===== src/rtl/ctrl_pipe_pkg.sv =====
// -----------------------------------------------------------------------------
// ctrl_pipe_pkg
// Shared definitions for the control pipeline and the decoder:
//   - stage-index constants (E, M, W)
//   - bit offsets of fields inside the decoded control bundle
//   - the per-stage action encoding and the helper that resolves it
// No ports (package).
// -----------------------------------------------------------------------------
package ctrl_pipe_pkg;

    // Stage indices counted from the first stage after decode
    localparam int STG_E = 32'd0;
    localparam int STG_M = 32'd1;
    localparam int STG_W = 32'd2;

    // Control bundle layout; all *_WE bits must read 0 in a bubble
    localparam int CTL_RF_WE_BIT  = 32'd0;
    localparam int CTL_MEM_WE_BIT = 32'd1;
    localparam int CTL_CSR_WE_BIT = 32'd2;
    localparam int CTL_MEM_RE_BIT = 32'd3;
    localparam int CTL_ALU_OP_LSB = 32'd4;
    localparam int CTL_ALU_OP_W   = 32'd4;
    localparam int CTL_RD_LSB     = 32'd8;
    localparam int CTL_RD_W       = 32'd5;
    localparam int CTL_BUNDLE_W   = 32'd16;

    // What a stage register does on the next rising edge
    typedef enum logic [1:0] {
        ACT_LOAD  = 2'd0,
        ACT_HOLD  = 2'd1,
        ACT_FLUSH = 2'd2
    } stage_act_e;

    // Flush beats hold; without either the stage takes its upstream value
    function automatic stage_act_e stage_action(input logic flush, input logic hold);
        stage_act_e act;
        if (flush) begin
            act = ACT_FLUSH;
        end else if (hold) begin
            act = ACT_HOLD;
        end else begin
            act = ACT_LOAD;
        end
        return act;
    endfunction

endpackage


===== src/rtl/ctrl_pipe_if.sv =====
// -----------------------------------------------------------------------------
// ctrl_pipe_if
// Bundle between the decode/hazard logic (master) and the control pipeline
// (slave).
//   ctrl_d/valid_d     : decoded bundle entering the pipe
//   stall/flush        : per-stage hold and bubble requests (bit 0 = E)
//   flush_all          : redirect/exception flush of every stage
//   ctrl_q/valid_q     : per-stage contents, stage i at [i*W +: W]
//   accept_d           : decode bundle consumed this cycle
//   retire_cnt         : saturating count of bundles leaving the last stage
//   bubble_cnt         : saturating count of cycles with an empty last stage
// -----------------------------------------------------------------------------
interface ctrl_pipe_if
    import ctrl_pipe_pkg::*;
#(
    parameter int W      = 16,
    parameter int STAGES = 3,
    parameter int CNTW   = 32
) ();

    logic [W-1:0]        ctrl_d;
    logic                valid_d;
    logic [STAGES-1:0]   stall;
    logic [STAGES-1:0]   flush;
    logic                flush_all;
    logic [STAGES*W-1:0] ctrl_q;
    logic [STAGES-1:0]   valid_q;
    logic                accept_d;
    logic [CNTW-1:0]     retire_cnt;
    logic [CNTW-1:0]     bubble_cnt;

    modport master (
        output ctrl_d, valid_d, stall, flush, flush_all,
        input  ctrl_q, valid_q, accept_d, retire_cnt, bubble_cnt
    );

    modport slave (
        input  ctrl_d, valid_d, stall, flush, flush_all,
        output ctrl_q, valid_q, accept_d, retire_cnt, bubble_cnt
    );

endinterface


===== src/rtl/ctrl_stage_reg.sv =====
// -----------------------------------------------------------------------------
// ctrl_stage_reg
// One pipeline stage: W-bit control register plus valid bit.
//   clk, rst  : clock, synchronous active-high reset
//   i_flush   : load a bubble (ctrl=0, valid=0); overrides i_hold
//   i_hold    : keep current contents
//   i_ctrl    : bundle to load when neither flushed nor held
//   i_valid   : valid to load alongside i_ctrl
//   o_ctrl    : registered bundle
//   o_valid   : registered valid
// -----------------------------------------------------------------------------
module ctrl_stage_reg
    import ctrl_pipe_pkg::*;
#(
    parameter int W = 16
) (
    input  logic         clk,
    input  logic         rst,
    input  logic         i_flush,
    input  logic         i_hold,
    input  logic [W-1:0] i_ctrl,
    input  logic         i_valid,
    output logic [W-1:0] o_ctrl,
    output logic         o_valid
);

    logic [W-1:0] r_ctrl;
    logic         r_valid;
    stage_act_e   w_act;

    // Resolve flush/hold priority into a single action
    always_comb begin
        w_act = stage_action(i_flush, i_hold);
    end

    // Stage register; unknown action falls back to a bubble
    always_ff @(posedge clk) begin
        if (rst) begin
            r_ctrl  <= {W{1'b0}};
            r_valid <= 1'b0;
        end else begin
            case (w_act)
                ACT_LOAD: begin
                    r_ctrl  <= i_ctrl;
                    r_valid <= i_valid;
                end
                ACT_HOLD: begin
                    r_ctrl  <= r_ctrl;
                    r_valid <= r_valid;
                end
                ACT_FLUSH: begin
                    r_ctrl  <= {W{1'b0}};
                    r_valid <= 1'b0;
                end
                default: begin
                    r_ctrl  <= {W{1'b0}};
                    r_valid <= 1'b0;
                end
            endcase
        end
    end

    assign o_ctrl  = r_ctrl;
    assign o_valid = r_valid;

endmodule


===== src/rtl/ctrl_pipe.sv =====
// -----------------------------------------------------------------------------
// ctrl_pipe
// Control pipeline after decode: STAGES stage registers with backward-only
// stall propagation, per-stage and global flush, and saturating retire/bubble
// counters.
//   clk  : clock, all state on rising edge
//   rst  : synchronous active-high reset, beats every flush/stall
//   bus  : ctrl_pipe_if.slave (inputs ctrl_d/valid_d/stall/flush/flush_all,
//          outputs ctrl_q/valid_q/accept_d/retire_cnt/bubble_cnt)
// -----------------------------------------------------------------------------
module ctrl_pipe
    import ctrl_pipe_pkg::*;
#(
    parameter int W      = 16,
    parameter int STAGES = 3,
    parameter int CNTW   = 32
) (
    input  logic          clk,
    input  logic          rst,
    ctrl_pipe_if.slave    bus
);

    localparam logic [CNTW-1:0] CNT_MAX = {CNTW{1'b1}};
    localparam logic [CNTW-1:0] CNT_ONE = {{(CNTW-1){1'b0}}, 1'b1};

    logic [STAGES-1:0] w_hold;
    logic [W-1:0]      w_stg_ctrl [STAGES];
    logic [STAGES-1:0] w_stg_valid;
    logic [W-1:0]      w_in_ctrl  [STAGES];
    logic [STAGES-1:0] w_in_valid;
    logic [CNTW-1:0]   r_retire_cnt;
    logic [CNTW-1:0]   r_bubble_cnt;

    // Effective hold: a stage is held if it or any downstream stage stalls
    always_comb begin
        w_hold = {STAGES{1'b0}};
        for (int i = 0; i < STAGES; i++) begin
            w_hold[i] = |(bus.stall >> i);
        end
    end

    for (genvar g = 0; g < STAGES; g++) begin : g_stage
        if (g == STG_E) begin : g_first
            assign w_in_ctrl[g]  = bus.ctrl_d;
            assign w_in_valid[g] = bus.valid_d;
        end else begin : g_next
            // A free-running stage behind a held one must take a bubble,
            // otherwise the held bundle would be duplicated downstream
            assign w_in_ctrl[g]  = w_hold[g-1] ? {W{1'b0}} : w_stg_ctrl[g-1];
            assign w_in_valid[g] = w_hold[g-1] ? 1'b0      : w_stg_valid[g-1];
        end

        ctrl_stage_reg #(
            .W (W)
        ) u_stage (
            .clk     (clk),
            .rst     (rst),
            .i_flush (bus.flush_all | bus.flush[g]),
            .i_hold  (w_hold[g]),
            .i_ctrl  (w_in_ctrl[g]),
            .i_valid (w_in_valid[g]),
            .o_ctrl  (w_stg_ctrl[g]),
            .o_valid (w_stg_valid[g])
        );

        assign bus.ctrl_q[g*W +: W] = w_stg_ctrl[g];
    end

    // Saturating retire and bubble counters observed at the last stage
    always_ff @(posedge clk) begin
        if (rst) begin
            r_retire_cnt <= {CNTW{1'b0}};
            r_bubble_cnt <= {CNTW{1'b0}};
        end else begin
            if (w_stg_valid[STAGES-1] && !w_hold[STAGES-1] && (r_retire_cnt != CNT_MAX)) begin
                r_retire_cnt <= r_retire_cnt + CNT_ONE;
            end else begin
                r_retire_cnt <= r_retire_cnt;
            end
            if (!w_stg_valid[STAGES-1] && (r_bubble_cnt != CNT_MAX)) begin
                r_bubble_cnt <= r_bubble_cnt + CNT_ONE;
            end else begin
                r_bubble_cnt <= r_bubble_cnt;
            end
        end
    end

    assign bus.valid_q    = w_stg_valid;
    assign bus.accept_d   = ~w_hold[0];
    assign bus.retire_cnt = r_retire_cnt;
    assign bus.bubble_cnt = r_bubble_cnt;

endmodule


===== src/flat_wrapper.sv =====
// flat-port wrapper written by rule: the top's interface ports become plain ports
module ctrl_pipe_flat import ctrl_pipe_pkg::*;
#(
    parameter int W      = 16,
    parameter int STAGES = 3,
    parameter int CNTW   = 32
)
  (clk, rst, bus_ctrl_d, bus_valid_d, bus_stall, bus_flush, bus_flush_all, bus_ctrl_q, bus_valid_q, bus_accept_d, bus_retire_cnt, bus_bubble_cnt);
  ctrl_pipe_if #(.W(W), .STAGES(STAGES), .CNTW(CNTW)) bus_i ();
  input  logic clk;
  input  logic rst;
  input wire logic [$bits(bus_i.ctrl_d)-1:0] bus_ctrl_d;
  input wire logic [$bits(bus_i.valid_d)-1:0] bus_valid_d;
  input wire logic [$bits(bus_i.stall)-1:0] bus_stall;
  input wire logic [$bits(bus_i.flush)-1:0] bus_flush;
  input wire logic [$bits(bus_i.flush_all)-1:0] bus_flush_all;
  output wire logic [$bits(bus_i.ctrl_q)-1:0] bus_ctrl_q;
  output wire logic [$bits(bus_i.valid_q)-1:0] bus_valid_q;
  output wire logic [$bits(bus_i.accept_d)-1:0] bus_accept_d;
  output wire logic [$bits(bus_i.retire_cnt)-1:0] bus_retire_cnt;
  output wire logic [$bits(bus_i.bubble_cnt)-1:0] bus_bubble_cnt;
  assign bus_i.ctrl_d = bus_ctrl_d;
  assign bus_i.valid_d = bus_valid_d;
  assign bus_i.stall = bus_stall;
  assign bus_i.flush = bus_flush;
  assign bus_i.flush_all = bus_flush_all;
  assign bus_ctrl_q = bus_i.ctrl_q;
  assign bus_valid_q = bus_i.valid_q;
  assign bus_accept_d = bus_i.accept_d;
  assign bus_retire_cnt = bus_i.retire_cnt;
  assign bus_bubble_cnt = bus_i.bubble_cnt;
  ctrl_pipe #(.W(W), .STAGES(STAGES), .CNTW(CNTW)) u_core (.clk(clk), .rst(rst), .bus(bus_i));
endmodule

===== config.mk =====
export PLATFORM = sky130hd
export DESIGN_NAME = ctrl_pipe_flat
export DESIGN_NICKNAME = d
export VERILOG_FILES = /design/src/rtl/ctrl_pipe_pkg.sv /design/src/rtl/ctrl_pipe_if.sv /design/src/rtl/ctrl_stage_reg.sv /design/src/rtl/ctrl_pipe.sv /design/src/flat_wrapper.sv
export SDC_FILE = /design/constraint.sdc
export NUM_CORES = 1
export LEC_CHECK = 0
export CAP_MARGIN = 20
export CELL_PAD_IN_SITES_DETAIL_PLACEMENT = 0
export CELL_PAD_IN_SITES_GLOBAL_PLACEMENT = 2
export CORE_UTILIZATION = 30
export DETAILED_ROUTE_END_ITERATION = 8
export GPL_TIMING_DRIVEN = 0
export HOLD_SLACK_MARGIN = 0.03
export PLACE_DENSITY = 0.91
export SETUP_SLACK_MARGIN = 0.4
export SYNTH_ARGS = -nofsm -noshare
export SYNTH_HDL_FRONTEND = slang
export SYNTH_SLANG_ARGS = --single-unit

===== constraint.sdc =====
create_clock -name clk -period 5.1 [get_ports clk]
set_input_delay 1.02 -clock clk [delete_from_list [all_inputs] [get_ports clk]]
set_output_delay 1.02 -clock clk [all_outputs]
set_load 0.01 [all_outputs]

==> impl_results.md <==
* Final Cycle Share at 73.5%
* Root buf cell: clkbuf_16
* CTS resizes at 0
* Pleak at 2.51 nW
* Post-synthesis average cell area at 8.99 um^2
* Total GRT Usage at 18.7%
* Comb pwr share at 3.4%
* CTS tree: done
* Most used DFF post-synth: dfxtp_1
* Largest net degree at the start of global routing at 17
* Post-route ant nets at 0
* Final Skew at 9.12 ps
* Worst EP required at 4080 ps
* Drc violations at 0
* Measured slew at the worst slew-check pin at 956 ps
* Startpoint Class: input pin
* Post-synthesis cell type count at 56
* WL final at 16300 um
* Worst Hold Class: reg2reg
* Chip Height at 133 um
* First-pass GRT wire length at 25600 um
* Avg WL per Cell at 16.9 um
* Hold depth at 2
* Final setup fails at 0
* Synth warnings at 0
* Skew-Pair Late Insertion Delay at 420 ps
* HPWL after detailed placement at 11800 um
* Internal at 1.75 mW
* Mapped Cells at 573
* IO Pins at 142
* 1st-pass router iterations at 4
* Worst-path clk slew at 50 ps
* Slew Viols, Final at 0
* Post CTS Setup Buffer Count at 0
* #FFs+latches synth at 115
* Largest stage delay on the critical path at 560 ps
* Total grt overflow at 0
* Setup TNS at 0 ps
* Status: complete, no violations
* Sw Pwr at 471 uW
* Standard-cell rows at 47
* Die Wd at 133 um
* Crit-path cells: clkdlybuf4s50_1 > or3_1 > inv_1 > clkdlybuf4s50_1
* Vias in the first global route at 4882
* Worst slew margin at 35.7%
* Maximum clock rate at 267 MHz
* Die area at 17700 um^2
* PwrDens at 299 nW/um^2
* Maximum Capacitance Violations at 0
* Fill cell count at 1594
* CTS max path bufs at 2
* PortBufs at 139
* R2R depth at 5
* Async set or reset register ratio after synthesis at 0%
* Post-Syn Nets at 601
* Stages on the worst setup path at 4
* Top Family by Delay on Critical Path: buffers and inverters
* Avg Vias per Cell at 5.15
* Crit. End Element: output pin
* Area after DPL at 6820 um^2
* Cell area after synthesis at 5150 um^2
* Endpoints failing hold at 0
* CP Data Arrival Time at 2730 ps
* Post-synth EDFFs at 0
* Fin cells at 966
* Final min period at 3750 ps
* GPL Wtd Cong at 0.824
* Share of cells above drive strength 1 at 10.3%
* Placed cells at 933
* Pre-CTS WS at 1350 ps
* Buf+Inv Stages, Crit Path at 3
* Most common cell after layout, fill and taps aside: clkdlybuf4s50_1
* Fin area at 7440 um^2
* CP max FO at 6
* Number of CTS-inserted buffers at 17
* R2r setup slk at 2620 ps
* Worst hold slack at 491 ps
* Post-synthesis sequential area ratio at 44.7%
* Max VDD drop at 0.000232 V
* Hold-fix buffers, CTS at 0
* Crit Path Category: in2out
* Initial Utilization at 30.8%
* H-tree levels at 4
* Nets at 762
* DR iter-0 viols at 297
* Layout area overhead at 44.4%
* Crit-path slowest cell: clkdlybuf4s50_1
* Commonest cells after routing, fill and taps aside: 139 x clkdlybuf4s50_1, 115 x dfxtp_1, 99 x nor2_1
* Initial antenna violation count at 0
* Most used cell, CP: clkdlybuf4s50_1
* Fin util at 44.5%
* Switching Share at 21.2%
* Vias at 4973
* Total Power at 2.23 mW
* Antenna cell count at 0
* Clock power frac at 55.9%
* RSZ-0062 raised after global routing: false
* Post-route setup slack at 1350 ps
* Flop pwr share at 40.7%
* CTS sink cnt at 115
* Core ar. at 16700 um^2
-- state kept, by name (all words and copies together), names as in the netlist --
name                            flops
u_core.g_stage.u_stage.o_valid      3
u_core.g_stage.u_stage.o_ctrl      48
u_core.bus.bubble_cnt              32
u_core.bus.retire_cnt              32
-- worst register-to-register path, cell delays in order (launching register included) --
cell and delay [ps]:
dfxtp_1 470, nand4_1 310, nor4_1 680, a31oi_1 350, and3_1 300, mux2_2 260
-- worst paths after layout --
kind / from / endpoint
worst min-delay path: u_core.g_stage[2].u_stage.o_ctrl[3] / u_core.g_stage[2].u_stage.o_ctrl[3]
worst min register to register: u_core.g_stage[2].u_stage.o_ctrl[3] / u_core.g_stage[2].u_stage.o_ctrl[3]
worst max register to register: u_core.bus.bubble_cnt[12] / u_core.bus.bubble_cnt[5]
worst max-delay path: bus_stall[2] / bus_accept_d
-- synth_stat cells (all sizes together), types with 3 or more instances --
| master | count | area (um^2) |
|---|---|---|
| o31ai | 8 | 60.1 |
| nor4 | 12 | 111 |
| clkbuf | 25 | 93.8 |
| nor4b | 3 | 26.3 |
| or3 | 13 | 81.3 |
| xor2 | 4 | 35.0 |
| nor3 | 13 | 81.3 |
| a21oi | 25 | 125 |
| nand3 | 16 | 80.1 |
| xnor2 | 18 | 158 |
| or4 | 14 | 113 |
| dfxtp | 115 | 2300 |
| a31o | 6 | 52.6 |
| nand2b | 4 | 25.0 |
| nor2b | 16 | 100 |
| nor2 | 99 | 372 |
| and3 | 5 | 31.3 |
| nand4 | 16 | 106 |
| a22oi | 51 | 383 |
| or2 | 3 | 18.8 |
| and4 | 9 | 78.8 |
| buf | 9 | 68.8 |
| nand2 | 21 | 78.8 |
| mux2 | 14 | 158 |
| inv | 7 | 26.3 |
| a31oi | 3 | 18.8 |
| a211oi | 7 | 52.6 |
| o21ai | 12 | 60.1 |
-- power groups by stage --
| stage | Combinational [mW] | Sequential [mW] | Clock [mW] |
|---|---|---|---|
| 2_1_floorplan | 0.0316 | 0.926 | 0 |
| 3_3_place_gp | 0.0748 | 0.926 | 0 |
| 3_5_place_dp | 0.0761 | 0.926 | 0 |
| 4_1_cts | 0.0763 | 0.907 | 1.26 |
| 5_1_grt | 0.0821 | 0.906 | 1.31 |
| 6_report | 0.0752 | 0.907 | 1.24 |
-- logic make-up (layout without fill, tap and decap cells) --
group / after synthesis / count (layout) / synth area share [%]
DFF: 115 / 115 / 44.7
muxes: 15 / 15 / 3.26
and+or+nand+nor: 255 / 255 / 27.3
adders and majority gates: 2 / 2 / 0.486
buffers and inverters: 41 / 214 / 3.67
AOI/OAI and AO/OA: 123 / 123 / 16.8
xor gates and xnor gates: 22 / 22 / 3.74
-- layer usage --
metal  part of all wire [%]  global-route usage (%)  wire length (um)
met1                     45                    22.5              7340
met2                     47                    30.1              7620
met3                    7.5                    7.47              1220
met4                    1.0                    6.51               164
met5                      0                       0                 0
-- final cells by class --
cell class              count  area [um^2]  share of cell area (%)
clock inverters            11          160                    2.15
multi-input cells         417         2660                    35.7
inverters                   7         26.3                   0.353
well taps                 220          275                    3.70
clock buffers              20          447                    6.01
plain buffers              34          163                    2.19
flip-flops and latches    115         2300                    31.0
repair buffers            142         1410                    18.9
(Power assumes the default switching activity.)
